===== src/rtl/bit_serial_alu_seq.sv =====
// Bit-serial ADD/SUB sequencer: drives one external 1-bit ALU slice LSB first
// and returns the word result with C/Z/O/S flags through a valid/ready port.
module bit_serial_alu_seq #(
  parameter int WIDTH = 8
) (
  input  logic             clk,
  input  logic             rst_n,
  input  logic             abort,
  input  logic             req_valid,
  output logic             req_ready,
  input  logic [WIDTH-1:0] req_a,
  input  logic [WIDTH-1:0] req_b,
  input  logic             req_op,
  output logic             rsp_valid,
  input  logic             rsp_ready,
  output logic [WIDTH-1:0] rsp_result,
  output logic             rsp_c,
  output logic             rsp_z,
  output logic             rsp_o,
  output logic             rsp_s,
  output logic             busy,
  output logic             alu_op1,
  output logic             alu_op2,
  output logic             alu_opsel,
  output logic             alu_cin,
  input  logic             alu_result,
  input  logic             alu_cout
);

  localparam int CNT_W = $clog2(WIDTH);
  localparam logic [CNT_W-1:0] IDX_LAST = CNT_W'(WIDTH - 1);

  // state | meaning
  // IDLE  | waiting for a request, req_ready high
  // RUN   | one operand bit per clock through the slice
  // DONE  | response held until rsp_ready
  localparam logic [1:0] IDLE = 2'd0;
  localparam logic [1:0] RUN  = 2'd1;
  localparam logic [1:0] DONE = 2'd2;

  logic [1:0]       state_q, state_d;
  logic [WIDTH-1:0] a_sh_q, a_sh_d;
  logic [WIDTH-1:0] b_sh_q, b_sh_d;
  logic [WIDTH-1:0] res_sh_q, res_sh_d;
  logic             op_q, op_d;
  logic             carry_q, carry_d;
  logic [CNT_W-1:0] idx_q, idx_d;
  logic [WIDTH-1:0] rsp_result_q, rsp_result_d;
  logic             rsp_c_q, rsp_c_d;
  logic             rsp_z_q, rsp_z_d;
  logic             rsp_o_q, rsp_o_d;
  logic             rsp_s_q, rsp_s_d;
  logic [WIDTH-1:0] word_final;

  // Final word includes the bit the slice is producing right now.
  assign word_final = {alu_result, res_sh_q[WIDTH-1:1]};

  always_comb begin
    state_d      = state_q;
    a_sh_d       = a_sh_q;
    b_sh_d       = b_sh_q;
    res_sh_d     = res_sh_q;
    op_d         = op_q;
    carry_d      = carry_q;
    idx_d        = idx_q;
    rsp_result_d = rsp_result_q;
    rsp_c_d      = rsp_c_q;
    rsp_z_d      = rsp_z_q;
    rsp_o_d      = rsp_o_q;
    rsp_s_d      = rsp_s_q;
    if (abort) begin
      state_d  = IDLE;
      a_sh_d   = '0;
      b_sh_d   = '0;
      res_sh_d = '0;
      carry_d  = 1'b0;
      idx_d    = '0;
    end else begin
      case (state_q)
        IDLE: begin
          if (req_valid) begin
            a_sh_d   = req_a;
            b_sh_d   = req_b;
            op_d     = req_op;
            carry_d  = req_op;
            idx_d    = '0;
            res_sh_d = '0;
            state_d  = RUN;
          end
        end
        RUN: begin
          a_sh_d   = a_sh_q >> 1;
          b_sh_d   = b_sh_q >> 1;
          res_sh_d = word_final;
          carry_d  = alu_cout;
          if (idx_q == IDX_LAST) begin
            idx_d        = '0;
            rsp_result_d = word_final;
            rsp_c_d      = alu_cout;
            rsp_o_d      = carry_q ^ alu_cout;
            rsp_z_d      = ~|word_final;
            rsp_s_d      = alu_result;
            state_d      = DONE;
          end else begin
            idx_d = idx_q + 1'b1;
          end
        end
        DONE: begin
          if (rsp_ready) state_d = IDLE;
        end
        default: state_d = IDLE;
      endcase
    end
  end

  always_ff @(posedge clk or negedge rst_n) begin
    if (!rst_n) begin
      state_q      <= IDLE;
      a_sh_q       <= '0;
      b_sh_q       <= '0;
      res_sh_q     <= '0;
      op_q         <= 1'b0;
      carry_q      <= 1'b0;
      idx_q        <= '0;
      rsp_result_q <= '0;
      rsp_c_q      <= 1'b0;
      rsp_z_q      <= 1'b0;
      rsp_o_q      <= 1'b0;
      rsp_s_q      <= 1'b0;
    end else begin
      state_q      <= state_d;
      a_sh_q       <= a_sh_d;
      b_sh_q       <= b_sh_d;
      res_sh_q     <= res_sh_d;
      op_q         <= op_d;
      carry_q      <= carry_d;
      idx_q        <= idx_d;
      rsp_result_q <= rsp_result_d;
      rsp_c_q      <= rsp_c_d;
      rsp_z_q      <= rsp_z_d;
      rsp_o_q      <= rsp_o_d;
      rsp_s_q      <= rsp_s_d;
    end
  end

  assign req_ready  = (state_q == IDLE);
  assign rsp_valid  = (state_q == DONE);
  assign busy       = (state_q != IDLE);
  assign rsp_result = rsp_result_q;
  assign rsp_c      = rsp_c_q;
  assign rsp_z      = rsp_z_q;
  assign rsp_o      = rsp_o_q;
  assign rsp_s      = rsp_s_q;

  // Slice operand lines are parked low outside RUN; opsel keeps the last op.
  assign alu_op1   = (state_q == RUN) ? a_sh_q[0] : 1'b0;
  assign alu_op2   = (state_q == RUN) ? b_sh_q[0] : 1'b0;
  assign alu_cin   = (state_q == RUN) ? carry_q   : 1'b0;
  assign alu_opsel = op_q;

endmodule


===== config.mk =====
export PLATFORM = sky130hd
export DESIGN_NAME = bit_serial_alu_seq
export DESIGN_NICKNAME = d
export VERILOG_FILES = /design/src/rtl/bit_serial_alu_seq.sv
export SDC_FILE = /design/constraint.sdc
export NUM_CORES = 1
export LEC_CHECK = 0
export CORE_AREA = 2 2 63 65
export CTS_CLUSTER_SIZE = 28
export DETAILED_ROUTE_END_ITERATION = 7
export DIE_AREA = 0 0 65 67
export PLACE_DENSITY = 0.88
export SETUP_SLACK_MARGIN = 0.5
export SLEW_MARGIN = 20
export SYNTH_ARGS = -nofsm -noshare
export SYNTH_HDL_FRONTEND = slang
export SYNTH_SLANG_ARGS = --single-unit

===== constraint.sdc =====
create_clock -name clk -period 4.2 [get_ports clk]
set_input_delay 1.05 -clock clk [delete_from_list [all_inputs] [get_ports clk]]
set_output_delay 1.05 -clock clk [all_outputs]
set_load 0.1 [all_outputs]

==> metrics.txt, run 1 <==
die footprint=0.00436 mm2; CTS max path bufs=2; MaxCap Viol Count=0; Yosys top cell by area=dfrtp_1; total wire length=3.96 mm; Peak VDD IR=0.174 mV; Slew Limit Fails=0; Total Routing Usage GR=19.4%; first-pass GRT wire length=6.20 mm; Crit. End Element=primary output; # diodes=0; Avg Vias per Cell=5.47; core area=0.00361 mm2; Cell Count, Final, Fillers Out=257; Critical Path, Cell by Cell=buf_4, nor2b_2, and2_1, buf_4; Comb pwr share=14.3%; Num CTS Buffers=5; Overflow after GRT=0; type of the tightest min-delay check=reg -> reg; clock sink total=41; Lkg Pwr=1.11 nW; library cells used by synthesis=29; fin crit share=70.3%; ys flop type=dfrtp_1; Fin. Hold Viols=0; Int Power=0.601 mW; sw frac=26.5%; Ports=43; hold depth=1; number of buffers added on ports=42; R2R depth=4; slowest cell on the critical path=dfrtp_1; Post-CTS Repair Setup Buffers=0; number of cell rows=22; TritonCTS clock tree=built; CP arrival=1900 ps; clock transition at the registers of the reported paths=70 ps; largest family of logic cells by synthesized area=compound AO/OA/AOI/OAI gates; setup TNS=0 ps; H-tree depth=2; sequential power share=51.2%; Die Ht=67 um; pwr dens=345 mW/mm2; top cell type's share of synthesized area=54.1%; synth top area cells=dfrtp_1 (54%), a22o_1 (12%), mux2_1 (5.9%); Slew HR=29.5%; Syn Area/Cell=11.0 um2; post-synthesis adder-cell area fraction=1.32%; Remaining DRCs=0; xor and xnor fraction of the mapped netlist area=0.461%; CP most frequent cell=buf_4; min-delay src=rsp_result[6]; asr flop ratio synth=100%; highest-count cells in the layout ignoring fill and taps=dfrtp_1 (41), clkdlybuf4s50_1 (35), nand2_1 (30), a22o_1 (25), o21ai_0 (17); initial antenna violation count=0; largest net degree at the start of global routing=42; PostCTS Resize Cnt=0; RSZ-0062 raised after global routing=no; crit-path max cell delay=550 ps; synth warn=0; syn_nets=198; Seq/Total Area, Yosys=54.1%; Tmin final=2950 ps; Total Nets Final=234; area delta synth->final=24.9%; Post-Place Cells=249; status=completed; RePlAce Congestion=0.764; WL/cell=15.4 um; beginning of the critical path=state_q[0]; clock power share=34.5%; drt first pass iters=4; clk_lat worst skew=300 ps; Compound-Gate Fraction of Synth Area=18.0%; multiplexer area fraction after synthesis=6.46%; vias=1407; Power Total=0.818 mW; Final Skew=4.70 ps; initial DRC count=89; most common cell after layout, fill and taps aside=dfrtp_1; Syn Inst Count=172; CP Class=reg -> out; hold buffer count at CTS=0; crit path max fanout=27; Post-Synth Simple-Gate Area=13.4%; ANT nets after route=0; vias in the first global route=1300; CP required=3150 ps; Highest Clock Rate=0.339 GHz; initial core utilization=52.6%; post-synthesis cell area=0.00190 mm2; DP HPWL=2.56 mm; number of enable flip-flop cells after synthesis=0; CP startpoint kind=flop; layout cells sized above 1=10.0%; switching power=0.216 mW; die width=65 um; register bit total from synthesis=41; Clock Tree Root=clkbuf_8; Worst-Margin Slew=1050 ps; r2r startpoint=state_q[0]; final setup vio count=0
[area by class of cell]
| type | instances | area, um2 |
|---|---|---|
| clock buffers | 7 | 96.3 |
| clock inverters | 1 | 5.00 |
| fillers | 278 | 1240 |
| inverters | 4 | 15.0 |
| multi-input cells | 112 | 752 |
| flip-flops and latches | 41 | 1030 |
| well taps | 48 | 60.1 |
| repair buffers | 44 | 415 |
[stage by stage]
step / instance area, um2 / hold slack [ps] / util [%] / setup slack [ps]
floorplan: 1900 / 464 / - / 1220
global placement: 2270 / 468 / 62.9 / 1370
detailed placement: 2270 / 476 / 62.9 / 1320
CTS: 2370 / 492 / 65.7 / 1250
global route: 2370 / 504 / 65.7 / 1110
finish: 2370 / 486 / 65.7 / 1250
[power by group through the flow]
stage               combinational, mW  clock, mW  sequential, mW
finish                          0.117      0.282           0.419
global route                    0.126      0.305           0.421
CTS                             0.118      0.286           0.419
detailed placement              0.117          0           0.426
global placement                0.114          0           0.425
floorplan                      0.0640          0           0.436
[worst paths after layout]
path / to / slack [ps]
setup / recovery: alu_op1 / 1250
hold / removal: rsp_result[6] / 490
setup reg to reg: res_sh_q[6] / 2170
hold reg to reg: rsp_result[6] / 490
max in group asynchronous: b_sh_q[4] / 2770
min in group asynchronous: b_sh_q[3] / 870
[per-layer routing]
layer | track usage (%) | up-vias | wire, um
li1 | - | 671 | -
met1 | 24.7 | 701 | 1800
met2 | 32.2 | 32 | 1960
met3 | 4.56 | 3 | 166
met4 | 7.18 | 0 | 38
met5 | 0 | - | 0
[synth_stat cells, types with 2 or more instances]
cell	instances
o21ai_0	17
inv_1	4
nor2b_1	2
nand2_1	30
nor4_1	2
and2_1	3
ha_1	2
buf_2	6
clkbuf_1	2
mux2_1	10
a22o_1	25
a21oi_1	3
buf_6	4
dfrtp_1	41
nand4bb_1	2
buf_4	3
nor2_1	4
[worst max-delay path, delay by kind of cell, from the launching register on]
| family | cells | cell delay (ps) |
|---|---|---|
| buf+inv | 2 | 610 |
| simple gates | 2 | 440 |
| flops | 1 | 550 |
[cell families after synthesis]
group	count (synthesis)
and+or+nand+nor	50
AOI/OAI and AO/OA	48
DFF	41
buffers and inverters	19
muxes	11
adders and majority gates	2
xor gates and xnor gates	1
[state kept, by name (all words and copies together) (netlist names)]
signal and cells:
carry_q 1, rsp_o 1, alu_opsel 1, idx_q 3
rsp_z 1, a_sh_q 8, b_sh_q 8, rsp_result 8
res_sh_q 7, rsp_c 1, state_q 2
No activity file was read; power rests on OpenSTA's default activity.
==> inputs of run 2 (changes only) <==
CORE_AREA = 2 2 66 68   (was 2 2 63 65)
DIE_AREA = 0 0 68 70   (was 0 0 65 67)
PLACE_DENSITY = 0.82   (was 0.88)
clock period = 3.1 ns   (was 4.2 ns; I/O delays follow)
==> run 2 against run 1 <==
Compared with the run above:
- die area is 9.3% higher
- design area is 2.2% higher
- clock skew is 1.2 ps lower
- critical path depth is 1 lower
- global-route usage is 1.3 points lower
- register-to-register slack worse by 1100 ps
- largest power group unchanged
==> metrics.txt, run 2 (synthesis gave the netlist of run 1 again) <==
DP HPWL=2.49 mm (-2.5%); vias=1367 (-2.8%); vias in the first global route=1375 (+5.8%); CP startpoint kind=flop; RSZ-0062 raised after global routing=no; Avg Vias per Cell=5.24 (-4.3%); pwr dens=485 mW/mm2 (+40%); setup TNS=0 ps (unchanged); R2R Setup Slk=1070 ps (-1100 ps); crit path max fanout=15 (-44%); r2r startpoint=state_q[0]; CP Class=reg -> out; initial antenna violation count=0 (unchanged); Total Routing Usage GR=18.0% (-1.3 points); total wire length=3.75 mm (-5.4%); # diodes=0 (unchanged); RePlAce Congestion=0.741 (-3.0%); drt first pass iters=4 (unchanged); most common cell after layout, fill and taps aside=dfrtp_1; Total Nets Final=234 (unchanged); Crit. End Element=primary output; Final Skew=3.49 ps (-1.21 ps); Peak VDD IR=0.224 mV (+29%); Worst-Margin Slew=934 ps (-119 ps); die width=68 um (+4.6%); Placement Cell Area=0.00231 mm2 (+1.7%); status=completed; Num CTS Buffers=5 (unchanged); fin crit share=76.1%; FF-to-FF End=res_sh_q[4]; Highest Clock Rate=0.424 GHz; largest net degree at the start of global routing=42 (unchanged); clk_lat worst skew=290 ps (about the same); Ports=43 (unchanged); beginning of the critical path=state_q[0]; Fin. Hold Viols=0 (unchanged); Slew HR=37.5% (+8.0 points); MaxCap Viol Count=0 (unchanged); CP required=2320 ps (-830 ps); PostCTS Resize Cnt=0 (unchanged); Lkg Pwr=1.16 nW (+4.1%); type of the tightest min-delay check=reg -> reg; register area=0.00103 mm2 (unchanged); Tmin final=2360 ps; first-pass GRT wire length=6.45 mm (+4.1%); number of cell rows=24 (+9.1%); R2R depth=4 (unchanged); final setup vio count=0 (unchanged); highest-count cells in the layout ignoring fill and taps=dfrtp_1 (41), nand2_1 (30), a22o_1 (25), clkdlybuf4s50_1 (22), o21ai_0 (17); CTS max path bufs=2 (unchanged); Slew Limit Fails=0 (unchanged); Setup crit end=alu_op2; TritonCTS clock tree=built; Overflow after GRT=0 (unchanged); # fillers=346 (+24%); CP arrival=1580 ps (-320 ps); ANT nets after route=0 (unchanged); clock sink total=41 (unchanged); initial core utilization=45.8% (-6.8 points); Finished Core Util=58.5% (-7.3 points); WL/cell=14.4 um (-6.8%); H-tree depth=2 (unchanged); number of buffers added on ports=42 (unchanged); hold buffer count at CTS=0 (unchanged); Remaining DRCs=0 (unchanged); Finished Cell Area=0.00242 mm2 (+2.2%); die footprint=0.00476 mm2 (+9.3%); layout cells sized above 1=16.7% (+6.7 points); core area=0.00414 mm2 (+15%); area of the multi-input gates=754 um2 (+0.33%); Post-CTS Repair Setup Buffers=0 (unchanged); Die Ht=70 um (+4.5%); Clock Tree Root=clkbuf_8; area delta synth->final=27.6%; clock transition at the registers of the reported paths=80 ps (about the same); initial DRC count=126 (+42%)
==> run 2: cell types whose count changed in the layout (fill, tap and decap cells not counted) <==
cell | before | now
or2_2 | 0 | 1
nor2b_1 | 2 | 1
clkbuf_8 | 7 | 6
clkdlybuf4s50_1 | 35 | 22
nor2b_2 | 1 | 2
buf_4 | 8 | 16
or2_1 | 1 | 0
bufinv_16 | 0 | 1
clkbuf_1 | 0 | 1
buf_12 | 0 | 5
clkinv_2 | 1 | 0
==> run 2: through the flow <==
step                      setup slack [ps]  cells  hold slack (ps)  total power [mW]
after floorplan                        588    172              464             0.678
after global placement                 566    253              471             0.741
after detailed placement               549    253              476             0.745
after CTS                              736    261              493              1.18
after global routing                   618    261              504              1.22
final                                  741    261              489              1.17
==> run 2: metal layers <==
layer	global-route usage (%)	part of all wire, %
met4	5.78	1.2
met5	0	0
met2	25.2	47
met1	26.8	48
met3	5.31	4.5
==> run 2: final cells by class <==
cell class / count / area share, %
Clock buffer: 7 / 3.56
Timing Repair Buffer: 44 / 18.4
Clock inverter: 1 / 1.24
Multi-Input combinational cell: 112 / 31.1
Inverter: 4 / 0.620
Sequential cell: 41 / 42.4
Tap cell: 52 / 2.69
==> run 2: worst min-delay path by stage <==
stage	startpoint	endpoint	depth (start not counted)
after floorplan	a_sh_q[0]	a_sh_q[0]	1
after global placement	rsp_c	rsp_c	1
after detailed placement	rsp_result[5]	rsp_result[5]	1
after CTS	rsp_result[3]	rsp_result[3]	1
after global routing	rsp_result[2]	rsp_result[2]	1
final	rsp_result[5]	rsp_result[5]	1
==> run 2: critical path: stages, from the launching register on <==
cell,delay [ps]
dfrtp_1,570
nor2b_2,330
and2_1,210
buf_12,180
==> run 2: power breakdown <==
part / internal [mW] / switching (mW)
combinational: 0.0674 / 0.0986
clock: 0.262 / 0.178
sequential: 0.553 / 0.0145
total: 0.883 / 0.291
